===== config.mk =====
export PLATFORM = sky130hd
export DESIGN_NAME = pc_fetch_ctrl
export DESIGN_NICKNAME = d
export VERILOG_FILES = /design/src/rtl/pc_fetch_ctrl.sv
export SDC_FILE = /design/constraint.sdc
export NUM_CORES = 1
export LEC_CHECK = 0
export BUFFER_PORTS_ARGS = -buffer_cell sky130_fd_sc_hd__buf_2
export CAP_MARGIN = 20
export CORE_MARGIN = 4
export CORE_UTILIZATION = 57
export CTS_CLUSTER_SIZE = 24
export DETAILED_ROUTE_END_ITERATION = 10
export PLACE_DENSITY = 0.95
export SKIP_LAST_GASP = 1
export SLEW_MARGIN = 15
export SYNTH_ARGS = -nofsm -noshare
export SYNTH_HDL_FRONTEND = slang
export SYNTH_SLANG_ARGS = --single-unit

===== constraint.sdc =====
create_clock -name clk -period 6.4 [get_ports clk]
set_clock_uncertainty 0.05 [all_clocks]
set_input_delay 0.32 -clock clk [delete_from_list [all_inputs] [get_ports clk]]
set_output_delay 0.32 -clock clk [all_outputs]
set_load 0.1 [all_outputs]

===== src/rtl/pc_fetch_ctrl.sv =====
// ---------------------------------------------------------------------------
// pc_fetch_ctrl
//
// Fetch sequencer for the single-cycle RISC-V core. It owns the program
// counter, issues instruction-memory requests, and hands each fetched word to
// decode/execute under a valid/stall handshake. The next PC is either PC+4 or
// a redirect target. Fetching stops in a sticky HALT state when the next PC
// reaches END_ADDR, on a misaligned redirect, or on a fetch timeout.
//
// Parameters:
//   RESET_VEC  first fetch address after start
//   END_ADDR   first address that must not be fetched
//   TIMEOUT    FETCH cycles allowed without imem_ack before a fault (>= 1)
//
// Ports:
//   clk, rst_n        rising-edge clock, asynchronous active-low reset
//   start             one-cycle start pulse (honoured in IDLE/HALT only)
//   imem_req          fetch request (high in FETCH)
//   imem_addr         fetch address, equal to pc
//   imem_ack          memory accepted request, imem_rdata valid this cycle
//   imem_rdata        instruction word from memory
//   inst_valid        inst/inst_pc hold a pending instruction (high in EXEC)
//   inst, inst_pc     captured instruction and its address
//   stall             consumer not ready, instruction held
//   redirect_valid    use redirect_pc as next PC (consume cycle only)
//   redirect_pc       branch/jump target
//   halted            in HALT
//   err               0 none, 1 misaligned redirect, 2 fetch timeout
//   retired           consumed-instruction count, wraps mod 2^32
// ---------------------------------------------------------------------------
module pc_fetch_ctrl #(
    parameter logic [31:0] RESET_VEC = 32'h0000_0000,
    parameter logic [31:0] END_ADDR  = 32'h0000_0024,
    parameter int          TIMEOUT   = 16
) (
    input  logic        clk,
    input  logic        rst_n,
    input  logic        start,
    output logic        imem_req,
    output logic [31:0] imem_addr,
    input  logic        imem_ack,
    input  logic [31:0] imem_rdata,
    output logic        inst_valid,
    output logic [31:0] inst,
    output logic [31:0] inst_pc,
    input  logic        stall,
    input  logic        redirect_valid,
    input  logic [31:0] redirect_pc,
    output logic        halted,
    output logic [1:0]  err,
    output logic [31:0] retired
);

    localparam int CW = $clog2(TIMEOUT + 1);

    localparam logic [1:0] ERR_NONE     = 2'd0;
    localparam logic [1:0] ERR_MISALIGN = 2'd1;
    localparam logic [1:0] ERR_TIMEOUT  = 2'd2;

    typedef enum logic [1:0] {
        IDLE  = 2'd0,
        FETCH = 2'd1,
        EXEC  = 2'd2,
        HALT  = 2'd3
    } state_t;

    state_t          state;
    logic [31:0]     pc;
    logic [CW-1:0]   wait_cnt;
    logic [31:0]     next_pc;
    logic            redirect_bad;

    // Only meaningful in the consume cycle; the FSM ignores it elsewhere.
    assign next_pc      = redirect_valid ? redirect_pc : pc + 32'd4;
    assign redirect_bad = redirect_valid && (redirect_pc[1:0] != 2'b00);

    // Outputs decode straight from registers, so no input reaches an output
    // combinationally.
    assign imem_req   = (state == FETCH);
    assign inst_valid = (state == EXEC);
    assign halted     = (state == HALT);
    assign imem_addr  = pc;

    // NOTE: every register here is updated with non-blocking assignments so
    // all of them see the same pre-edge values; the async reset sits in the
    // sensitivity list so it acts without waiting for a clock edge.
    always_ff @(posedge clk or negedge rst_n) begin
        if (!rst_n) begin
            state    <= IDLE;
            pc       <= RESET_VEC;
            wait_cnt <= '0;
            inst     <= '0;
            inst_pc  <= '0;
            err      <= ERR_NONE;
            retired  <= '0;
        end else begin
            case (state)
                IDLE, HALT: begin
                    if (start) begin
                        state    <= FETCH;
                        pc       <= RESET_VEC;
                        wait_cnt <= '0;
                        err      <= ERR_NONE;
                        retired  <= '0;
                    end
                end

                FETCH: begin
                    if (imem_ack) begin
                        inst     <= imem_rdata;
                        inst_pc  <= pc;
                        wait_cnt <= '0;
                        state    <= EXEC;
                    end else if (wait_cnt == CW'(TIMEOUT - 1)) begin
                        // This was the TIMEOUT-th FETCH cycle without an ack.
                        wait_cnt <= '0;
                        err      <= ERR_TIMEOUT;
                        state    <= HALT;
                    end else begin
                        wait_cnt <= wait_cnt + CW'(1);
                    end
                end

                EXEC: begin
                    if (!stall) begin
                        retired <= retired + 32'd1;
                        if (redirect_bad) begin
                            // pc keeps the faulting instruction's address.
                            err   <= ERR_MISALIGN;
                            state <= HALT;
                        end else if (next_pc >= END_ADDR) begin
                            pc    <= next_pc;
                            err   <= ERR_NONE;
                            state <= HALT;
                        end else begin
                            pc    <= next_pc;
                            state <= FETCH;
                        end
                    end
                end

                default: state <= IDLE;
            endcase
        end
    end

endmodule


==> metrics.cfg, run 1 <==
[cells_and_area]
diodes = 0
final_area_um2 = 8660
area_growth_pct = 22.5
final_nets = 944
drive_above_1_share_pct = 36.1

[route]
avgViaCountPerCell = 5.88
first_pass_iters = 5
antenna_left = 0
post-route-drc-count = 0
wl_um = 19100
wire_per_inst_um = 18.2
vias = 6173
first_iter_violations = 572

[placed_design]
place_congestion = 0.998
placed_area_um2 = 8080
dpl.hpwl_um = 13500
dpl_worst_slack_ns = 2.88
io_buffers = 202

[clock_network]
tritoncts = yes
clockBufferDepth = 2
htree_levels = 4
clk_pin_slew_ns = 0.06
clock-sinks = 137
root_buffer = clkbuf_16
clk_latency_ns = 0.42
cts_made_buffers = 17

[timing]
relSlewSlack_pct = 31.7
worst_hold_slack_ns = 0.0755
finalCritPeriodShare_pct = 55.7
worst_slack_ns = 2.83
max_freq_mhz = 280
hold_viol_final = 0
finalMaxSlewViolations = 0
setup_tns_ns = 0
setup_viol = 0
rsz0062_at_grt = false
worst_slew_pin_slew_ns = 1.02
period_minus_slack_ns = 3.57

[synth]
synth_top_area_cell = dfrtp_1
synth_area_um2 = 7070
yosys.cell_count.top_type = dfrtp_1
synth_area_leaders = dfrtp_1, mux2_2, nor2_1, o21ai_0, nand2_1
synth_nets = 759
ys_ff_latch = 137
ys.flop_type = dfrtp_1
synth-edff-count = 0
synth_warnings = 0
seq_area_frac_synth_pct = 48.5
synth_top_area_share_pct = 48.5
syn_avg_cell_area_um2 = 10.4
synth_commonest_cells = dfrtp_1, nor2_1, mux2_2
async_flop_share_pct = 100
synth_cells = 683
synth.distinct_cells = 68

[global_route]
grt_pass1_vias = 6139
grt.overflow.total = 0
grt_pass1_wl_um = 30600
antenna_found_initial = 0
grt.total_usage_pct = 26.8
grt_max_degree = 74

[floorplanning]
start_util_pct = 58.6
die_x_um = 119
core-area_um2 = 12100
die-area_um2 = 14300
rows = 40
dieHeight_um = 119
ioPinCount = 203

[flow_run]
drv_cap = 0

[critical_path]
worst_setup_path_end_kind = flop
cp.arrival_ns = 3.82
cp.required_ns = 6.66
crit_path_max_fanout = 12
startpoint_type = flop
worstSetupPathType = flop to flop

[outcome]
status = completed

[hold_path]
hold_path_class = input port to flop

-- metal layers --
layer	global-route usage (%)	part of all wire (%)	vias to the layer above
met3	7.17	8.0	46
met1	33.6	40	2985
met5	0	0	-
li1	-	-	2838
met4	10.2	2.5	0
met2	44.4	50	304
-- critical path, cell delays in order, from the launching register on --
cell	delay, ns
dfrtp_1	0.55
nand4_2	0.36
or4_1	0.78
nor4_4	0.40
xnor2_1	0.16
a21oi_1	0.09
a2111o_1	0.41
o311ai_2	0.29
mux2_1	0.36
-- metrics by stage --
step,cells,utilization (%)
global route,1049,71.8
finish,1049,71.8
floorplan,683,-
CTS,1049,71.8
detailed placement,1016,67.0
global placement,1016,67.0
-- cells in the final DEF, fill, tap and decap left out, types with 3 or more instances in the layout --
cell       count
a21o_1         3
a22o_1         5
nand3_1       25
buf_2        201
a22oi_1        9
and4_1         6
nor3_1        19
or3_1          8
a31oi_1        4
mux2i_1        4
clkbuf_8       4
mux2_2        62
o21a_1         5
nor2_1        70
or4_1          4
o31ai_1        4
dfrtp_1      137
buf_4          3
nor4_1         8
o21ai_0       52
clkbuf_16     17
clkinv_2       4
nand2_1       48
xnor2_1       20
a32o_1         3
a21oi_1       31
ha_1           6
xor2_1        19
and3_1         7
nand4_1       13
inv_1          9
nand4_2        3
nor2b_1        4
and2b_2        3
nand2b_1       7
nor4b_1        4
and2_1         3
-- flip-flops by register name, indices dropped and copies added (netlist names) --
signal	flops
state	2
imem_addr	32
wait_cnt	5
retired	32
inst_pc	32
inst	32
err	2
-- worst paths after layout --
path	slack [ns]	cells past startpoint	end	from
min in group asynchronous	0.42	2	retired[27]$_DFFE_PN0P_	rst_n
max in group asynchronous	4.58	3	inst_pc[3]$_DFFE_PN0P_	rst_n
worst max-delay path	2.83	8	err[1]$_DFFE_PN0P_	imem_addr[8]$_DFFE_PN0P_
worst min register to register	0.43	2	inst_pc[13]$_DFFE_PN0P_	inst_pc[13]$_DFFE_PN0P_
worst max register to register	2.83	8	err[1]$_DFFE_PN0P_	imem_addr[8]$_DFFE_PN0P_
worst min-delay path	0.08	2	inst[0]$_DFFE_PN0P_	imem_rdata[0]
-- logic make-up (layout without fill, tap and decap cells) --
logic type	after synthesis	after routing	synth area share, %
simple gates	244	244	18.2
fa+ha+maj	6	6	1.06
mux	68	68	10.9
buf+inv	50	248	4.12
xor+xnor	39	39	4.83
compound gates	139	139	12.4
flops	137	137	48.5
-- area by class of cell --
class / instances / area, um^2
clock buffers: 22 / 484
clock inverters: 10 / 91.3
fillers: 925 / 3400
inverters: 10 / 37.5
multi-input cells: 496 / 3360
flip-flops and latches: 137 / 3430
well taps: 168 / 210
repair buffers: 206 / 1050
-- timing repair --
action,in CTS,in global routing
setup buffers,0,0
gates resized for setup,0,0
endpoints found under the hold margin,64,0
hold buffers,1,0
Power of run 1 is not shown: default switching activity piles up to over one toggle a cycle in this logic, so the estimate is an artifact.
==> inputs of run 2 (changes only) <==
--- a/config.mk
+++ b/config.mk
@@ -8,10 +8,10 @@
 export BUFFER_PORTS_ARGS = -buffer_cell sky130_fd_sc_hd__buf_2
 export CAP_MARGIN = 20
 export CORE_MARGIN = 4
-export CORE_UTILIZATION = 57
+export CORE_UTILIZATION = 47
 export CTS_CLUSTER_SIZE = 24
 export DETAILED_ROUTE_END_ITERATION = 10
-export PLACE_DENSITY = 0.95
+export PLACE_DENSITY = 0.86
 export SKIP_LAST_GASP = 1
 export SLEW_MARGIN = 15
 export SYNTH_ARGS = -nofsm -noshare
==> constraint.sdc (replaced) <==
create_clock -name clk -period 3.09 [get_ports clk]
set_clock_uncertainty 0.05 [all_clocks]
set_input_delay 0.1545 -clock clk [delete_from_list [all_inputs] [get_ports clk]]
set_output_delay 0.1545 -clock clk [all_outputs]
set_load 0.1 [all_outputs]
==> run 2 against run 1 <==
Routed wire length grew 6.4%. Design area grew 9.2%. Fmax grew 21%. Largest cell class unchanged. Via count grew 4.2%. Clock-buffer cell count shrank 3. Cell count grew 8.9%. First-iteration DRC count shrank 32%. Register-to-register slack lost 2.7 ns. Critical path depth grew 1.
==> metrics.cfg, run 2 (synthesis gave the netlist of run 1 again) <==
[outcome]
status = completed

[cells_and_area]
layout_common_cells = buf_2, dfrtp_1, nor2_1
final_nets = 1020  ; +8.1%
final_area_um2 = 9460  ; +9.2%
fillers = 1179  ; +27%
layout_commonest_cell = buf_2
drive_above_1_share_pct = 41.1  ; +5.0 points
area_growth_pct = 33.7

[clock_network]
root_buffer = clkbuf_16
cts_made_buffers = 17  ; unchanged
clockBufferDepth = 2  ; unchanged
clock-sinks = 137  ; unchanged
clk_latency_ns = 0.42  ; about the same
clk_pin_slew_ns = 0.06  ; about the same
tritoncts = yes
htree_levels = 4  ; unchanged

[power]
combPwrFrac_pct = 57.3
seq_power_share_pct = 24.8
power.density_nw_per_um2 = 1150
clkPwrFrac_pct = 17.9
p_switching_mw = 6.19
peakVddDrop_uv = 1080
p_int_mw = 4.67
p_leak_nw = 4.59
switching_share_pct = 57.0

[critical_path]
slowest_delay_ns = 0.43  ; -0.35 ns
startpoint_type = flop
worst_setup_path_end_kind = flop
crit_slowest_cell = or3_4
cp.arrival_ns = 3.21  ; -0.61 ns
cp.required_ns = 3.34  ; -3.32 ns
r2r_start = imem_addr[10]$_DFFE_PN0P_
r2r_slack_ns = 0.13  ; -2.70 ns
ff2ff_path_depth = 9  ; +1
r2r_end = err[1]$_DFFE_PN0P_
path_cells = nand4_2 > buf_4 > or3_4 > nor3_1 > xnor2_1 > a21oi_1 > a2111o_1 > o311ai_2 > mux2_4
crit_path_max_fanout = 11  ; -1
worstSetupPathType = flop to flop

[floorplanning]
ioPinCount = 203  ; unchanged
die_x_um = 131  ; +9.4%
dieHeight_um = 131  ; +9.4%
die-area_um2 = 17100  ; +20%
start_util_pct = 48.3  ; -10 points
core-area_um2 = 14600  ; +21%
rows = 44  ; +10%

[global_route]
use_met3_pct = 7.89  ; +0.72 points
grt.busiest_layer = met2
grt.overflow.total = 0  ; unchanged
grt_pass1_vias = 6461  ; +5.2%
grt_pass1_wl_um = 32000  ; +4.7%
grt_use_met1_pct = 28.8  ; -4.9 points
grt.total_usage_pct = 23.9  ; -2.9 points
grt_max_degree = 71  ; -4.1%
use_met2_pct = 40.3  ; -4.2 points
antenna_found_initial = 2  ; +2

[route]
vias = 6430  ; +4.2%
antenna_left = 0  ; unchanged
avgViaCountPerCell = 5.63  ; -4.3%
wl_um = 20300  ; +6.4%
first_iter_violations = 387  ; -32%
post-route-drc-count = 0  ; unchanged
first_pass_iters = 6  ; +1
wire_per_inst_um = 17.8  ; -2.3%

[timing]
finalMaxSlewViolations = 0  ; unchanged
worst_slew_pin_slew_ns = 0.884  ; -0.137 ns
worst_hold_slack_ns = 0.0154  ; -0.0601 ns
period_minus_slack_ns = 2.96  ; -0.607 ns
relSlewSlack_pct = 41.0  ; +9.3 points
hold_viol_final = 0  ; unchanged
max_freq_mhz = 338  ; +21%
worst_slack_ns = 0.131  ; -2.70 ns
setup_viol = 0  ; unchanged
finalCritPeriodShare_pct = 95.8  ; +40 points

[placed_design]
placed_area_um2 = 8420  ; +4.2%
io_buffers = 202  ; unchanged
dpl_worst_slack_ns = 0.0111  ; -2.87 ns
place_congestion = 0.947  ; -5.1%
dpl.hpwl_um = 14300  ; +6.0%

[hold_path]
hold_path_class = input port to flop
holdPathEnd = imem_addr[17]$_DFFE_PN0P_
hold_depth = 3  ; +1
min_from = redirect_pc[17]

[flow_run]
drv_cap = 0  ; unchanged

==> run 2: changes by cell type in the layout (fill, tap and decap cells not counted), moves of 5 or more <==
cell           before  now
buf_4               3   44
dfrtp_1           137  120
dfrtp_2             0   12
dfrtp_4             0    5
dlygate4sd3_1       1   35
==> run 2: worst max-delay path by stage <==
stage	startpoint	endpoint	slack, ns
after floorplan	imem_addr[14]$_DFFE_PN0P_	err[1]$_DFFE_PN0P_	-0.20
final	imem_addr[10]$_DFFE_PN0P_	err[1]$_DFFE_PN0P_	0.13
after CTS	imem_addr[2]$_DFFE_PN0P_	err[1]$_DFFE_PN0P_	0.05
after global routing	imem_addr[4]$_DFFE_PN0P_	err[1]$_DFFE_PN0P_	-0.04
after detailed placement	imem_addr[2]$_DFFE_PN0P_	err[1]$_DFFE_PN0P_	0.01
after global placement	imem_addr[2]$_DFFE_PN0P_	err[1]$_DFFE_PN0P_	0.1
==> run 2: layout make-up <==
cell class              instances  area [um^2]  area share (%)
flip-flops and latches        137         3460            36.6
multi-input cells             496         3440            36.4
repair buffers                282         1710            18.1
diodes                          1         2.50          0.0265
clock inverters                13          119            1.26
well taps                     184          230            2.43
clock buffers                  19          453            4.79
inverters                      10         37.5           0.397
==> run 2: layer usage <==
| metal | vias to the layer above | wire length (um) |
|---|---|---|
| li1 | 2999 | - |
| met1 | 3070 | 8070 |
| met2 | 312 | 9970 |
| met3 | 47 | 1800 |
| met4 | 2 | 484 |
| met5 | - | 12 |
==> run 2: power groups by stage <==
stage               Clock, mW  Combinational [mW]  Sequential, mW
floorplan                   0                1.50            6.21
global placement            0                6.07            2.68
detailed placement          0                6.11            2.73
CTS                      1.98                6.16            2.70
global route             2.07                6.48            2.76
finish                   1.94                6.22            2.70
==> run 2: what timing repair did <==
item	4_1_cts	5_1_grt
resized for setup	1	14
hold endpoints to repair	101	0
pin swaps	0	7
setup endpoints to repair	1	1
hold buffers	35	0
gates cloned	0	0
buffers inserted	0	5
==> run 2: metrics by stage <==
stage | std cells | utilization [%] | power, mW | TNS, ns
2_1_floorplan | 683 | - | 7.71 | -0.198
3_3_place_gp | 1069 | 57.5 | 8.75 | 0
3_5_place_dp | 1069 | 57.5 | 8.84 | 0
4_1_cts | 1136 | 63.8 | 10.8 | 0
5_1_grt | 1142 | 64.6 | 11.3 | -0.0425
6_report | 1142 | 64.6 | 10.9 | 0
==> run 2: critical path, delay by kind of cell (launching register included) <==
family          cells  cell delay, ns
compound gates      3            0.74
simple gates        3            0.93
mux                 1            0.32
flops               1            0.42
buf+inv             1            0.20
xor+xnor            1            0.17
Power figures use the tool's default switching activity.
==> inputs of run 3 (changes only) <==
--- a/config.mk
+++ b/config.mk
@@ -8,10 +8,10 @@
 export BUFFER_PORTS_ARGS = -buffer_cell sky130_fd_sc_hd__buf_2
 export CAP_MARGIN = 20
 export CORE_MARGIN = 4
-export CORE_UTILIZATION = 47
+export CORE_UTILIZATION = 41
 export CTS_CLUSTER_SIZE = 24
 export DETAILED_ROUTE_END_ITERATION = 10
-export PLACE_DENSITY = 0.86
+export PLACE_DENSITY = 0.78
 export SKIP_LAST_GASP = 1
 export SLEW_MARGIN = 15
 export SYNTH_ARGS = -nofsm -noshare
==> run 3 against run 2 <==
Total power rose by 2.3%. Setup slack improved by 0.013 ns. Cell count rose by 3.1%. Utilization fell by 7.3 points. Routed wire length rose by 1.3%. Die area rose by 14%. Fmax rose by 0.43%. Worst hold slack improved by 0.0058 ns. Largest cell class unchanged. Largest power group unchanged.
==> metrics.cfg, run 3 (synthesis gave the netlist of run 1 again) <==
[global_route]
grt.overflow.total = 0  ; unchanged
antenna_found_initial = 0  ; -2
grt.total_usage_pct = 21.0  ; -3.0 points
grt_pass1_vias = 6282  ; -2.8%
grt_pass1_wl_um = 33100  ; +3.4%
grt_max_degree = 81  ; +14%

[floorplanning]
ioPinCount = 203  ; unchanged
start_util_pct = 42.2  ; -6.1 points
core-area_um2 = 16800  ; +14%
dieHeight_um = 139  ; +6.6%
rows = 47  ; +6.8%
die_x_um = 139  ; +6.6%
die-area_um2 = 19400  ; +14%

[placed_design]
io_buffers = 202  ; unchanged
place_congestion = 0.959  ; +1.3%
place_inst = 1107  ; +3.6%
dpl.hpwl_um = 14500  ; +1.3%

[route]
avgViaCountPerCell = 5.42  ; -3.7%
antenna_left = 0  ; unchanged
wl_um = 20600  ; +1.3%
vias = 6381  ; -0.76%
post-route-drc-count = 0  ; unchanged
first_iter_violations = 454  ; +17%
first_pass_iters = 5  ; -1
wire_per_inst_um = 17.5  ; -1.7%

[timing]
setup_viol = 0  ; unchanged
finalCritPeriodShare_pct = 95.4  ; -0.41 points
period_minus_slack_ns = 2.95  ; -0.0127 ns
hold_viol_final = 0  ; unchanged
relSlewSlack_pct = 39.6  ; -1.4 points
rsz0062_at_grt = true
finalMaxSlewViolations = 0  ; unchanged
max_freq_mhz = 339  ; +0.43%
worst_slew_pin_slew_ns = 0.906  ; +0.0213 ns

[cells_and_area]
final_nets = 1020  ; unchanged
area_growth_pct = 35.6
layout_common_cells = buf_2, dfrtp_1, nor2_1
post-route-util_pct = 57.2  ; -7.3 points
diodes = 0  ; -1
layout_commonest_cell = buf_2
instances_no_fill = 1177  ; +3.1%
drive_above_1_share_pct = 41.1  ; unchanged

[clock_network]
root_buffer = clkbuf_16
clk_latency_ns = 0.42  ; about the same
cts_made_buffers = 17  ; unchanged
clk_pin_slew_ns = 0.06  ; about the same
tritoncts = yes
htree_levels = 4  ; unchanged
clockBufferDepth = 2  ; unchanged
clock-sinks = 137  ; unchanged

[power]
p_leak_nw = 4.64  ; +1.1%
power.density_nw_per_um2 = 1160  ; +0.90%
peakVddDrop_uv = 896  ; -17%

[critical_path]
cp.required_ns = 3.34  ; about the same
startpoint_type = flop
worstSetupPathType = flop to flop
worst_setup_path_end_kind = flop
crit_path_max_fanout = 7  ; -4
cp.arrival_ns = 3.19  ; -0.02 ns

[outcome]
status = completed

[hold_path]
hold_path_class = input port to flop

[flow_run]
drv_cap = 0  ; unchanged

## run 3: cell types whose count changed in the layout (fill, tap and decap cells not counted), moves of 2 or more
cell / previous run / this run
clkinvlp_4: 4 / 0
clkbuf_8: 2 / 4
inv_6: 3 / 1
bufinv_16: 1 / 4
## run 3: area by class of cell
class | instances | area (um^2)
repair buffers | 282 | 1720
clock buffers | 21 | 480
inverters | 10 | 37.5
fillers | 1415 | 7170
well taps | 220 | 275
multi-input cells | 496 | 3450
clock inverters | 11 | 166
flip-flops and latches | 137 | 3460
## run 3: worst max-delay path, stage by stage, from the launching register on
cell and delay [ns]:
dfrtp_2 0.43, nand4_4 0.13, buf_4 0.20, or3_4 0.43, o311a_1 0.37, a221oi_2 0.19, a21boi_2 0.21, o2111ai_2 0.17
o311ai_2 0.30, mux2_1 0.34
## run 3: metal layers
layer	global-route usage, %	wire length [um]
met5	0	0
met1	27.3	8390
met2	34.3	10100
met3	6.31	1810
met4	5.51	312
## run 3: final timing paths
path	from	to	slack, ns	depth (start not counted)
setup / recovery	imem_addr[10]$_DFFE_PN0P_	err[1]$_DFFE_PN0P_	0.14	9
hold / removal	redirect_pc[7]	imem_addr[7]$_DFFE_PN0P_	0.02	3
setup reg to reg	imem_addr[10]$_DFFE_PN0P_	err[1]$_DFFE_PN0P_	0.14	9
hold reg to reg	inst_pc[13]$_DFFE_PN0P_	inst_pc[13]$_DFFE_PN0P_	0.43	2
max in group asynchronous	rst_n	inst_pc[19]$_DFFE_PN0P_	1.91	3
min in group asynchronous	rst_n	wait_cnt[2]$_DFFE_PN0P_	0.30	2
## run 3: power breakdown
part | internal [mW] | switching (mW) | leakage [nW]
registers | 2.32 | 0.378 | 1.80
clock network | 1.44 | 0.776 | 0.323
logic | 1.18 | 5.02 | 2.52
total | 4.94 | 6.18 | 4.64
## run 3: stage by stage
step	total power [mW]	hold slack (ns)	instance area, um^2	worst slack (ns)	setup TNS, ns
6_report	11.1	0.0212	9590	0.144	0
5_1_grt	11.6	0.0118	9590	-0.0311	-0.0311
4_1_cts	11.1	0.000863	9490	0.0614	0
3_5_place_dp	8.84	0.207	8490	0.0874	0
3_3_place_gp	8.77	0.202	8490	0.118	0
2_1_floorplan	7.71	-0.191	7120	-0.198	-0.198
## run 3: repair_timing
action,in CTS,in global routing
resized for setup,0,16
hold endpoints to repair,113,0
hold buffers,35,0
endpoints found under the setup margin,0,5
buffers inserted,0,3
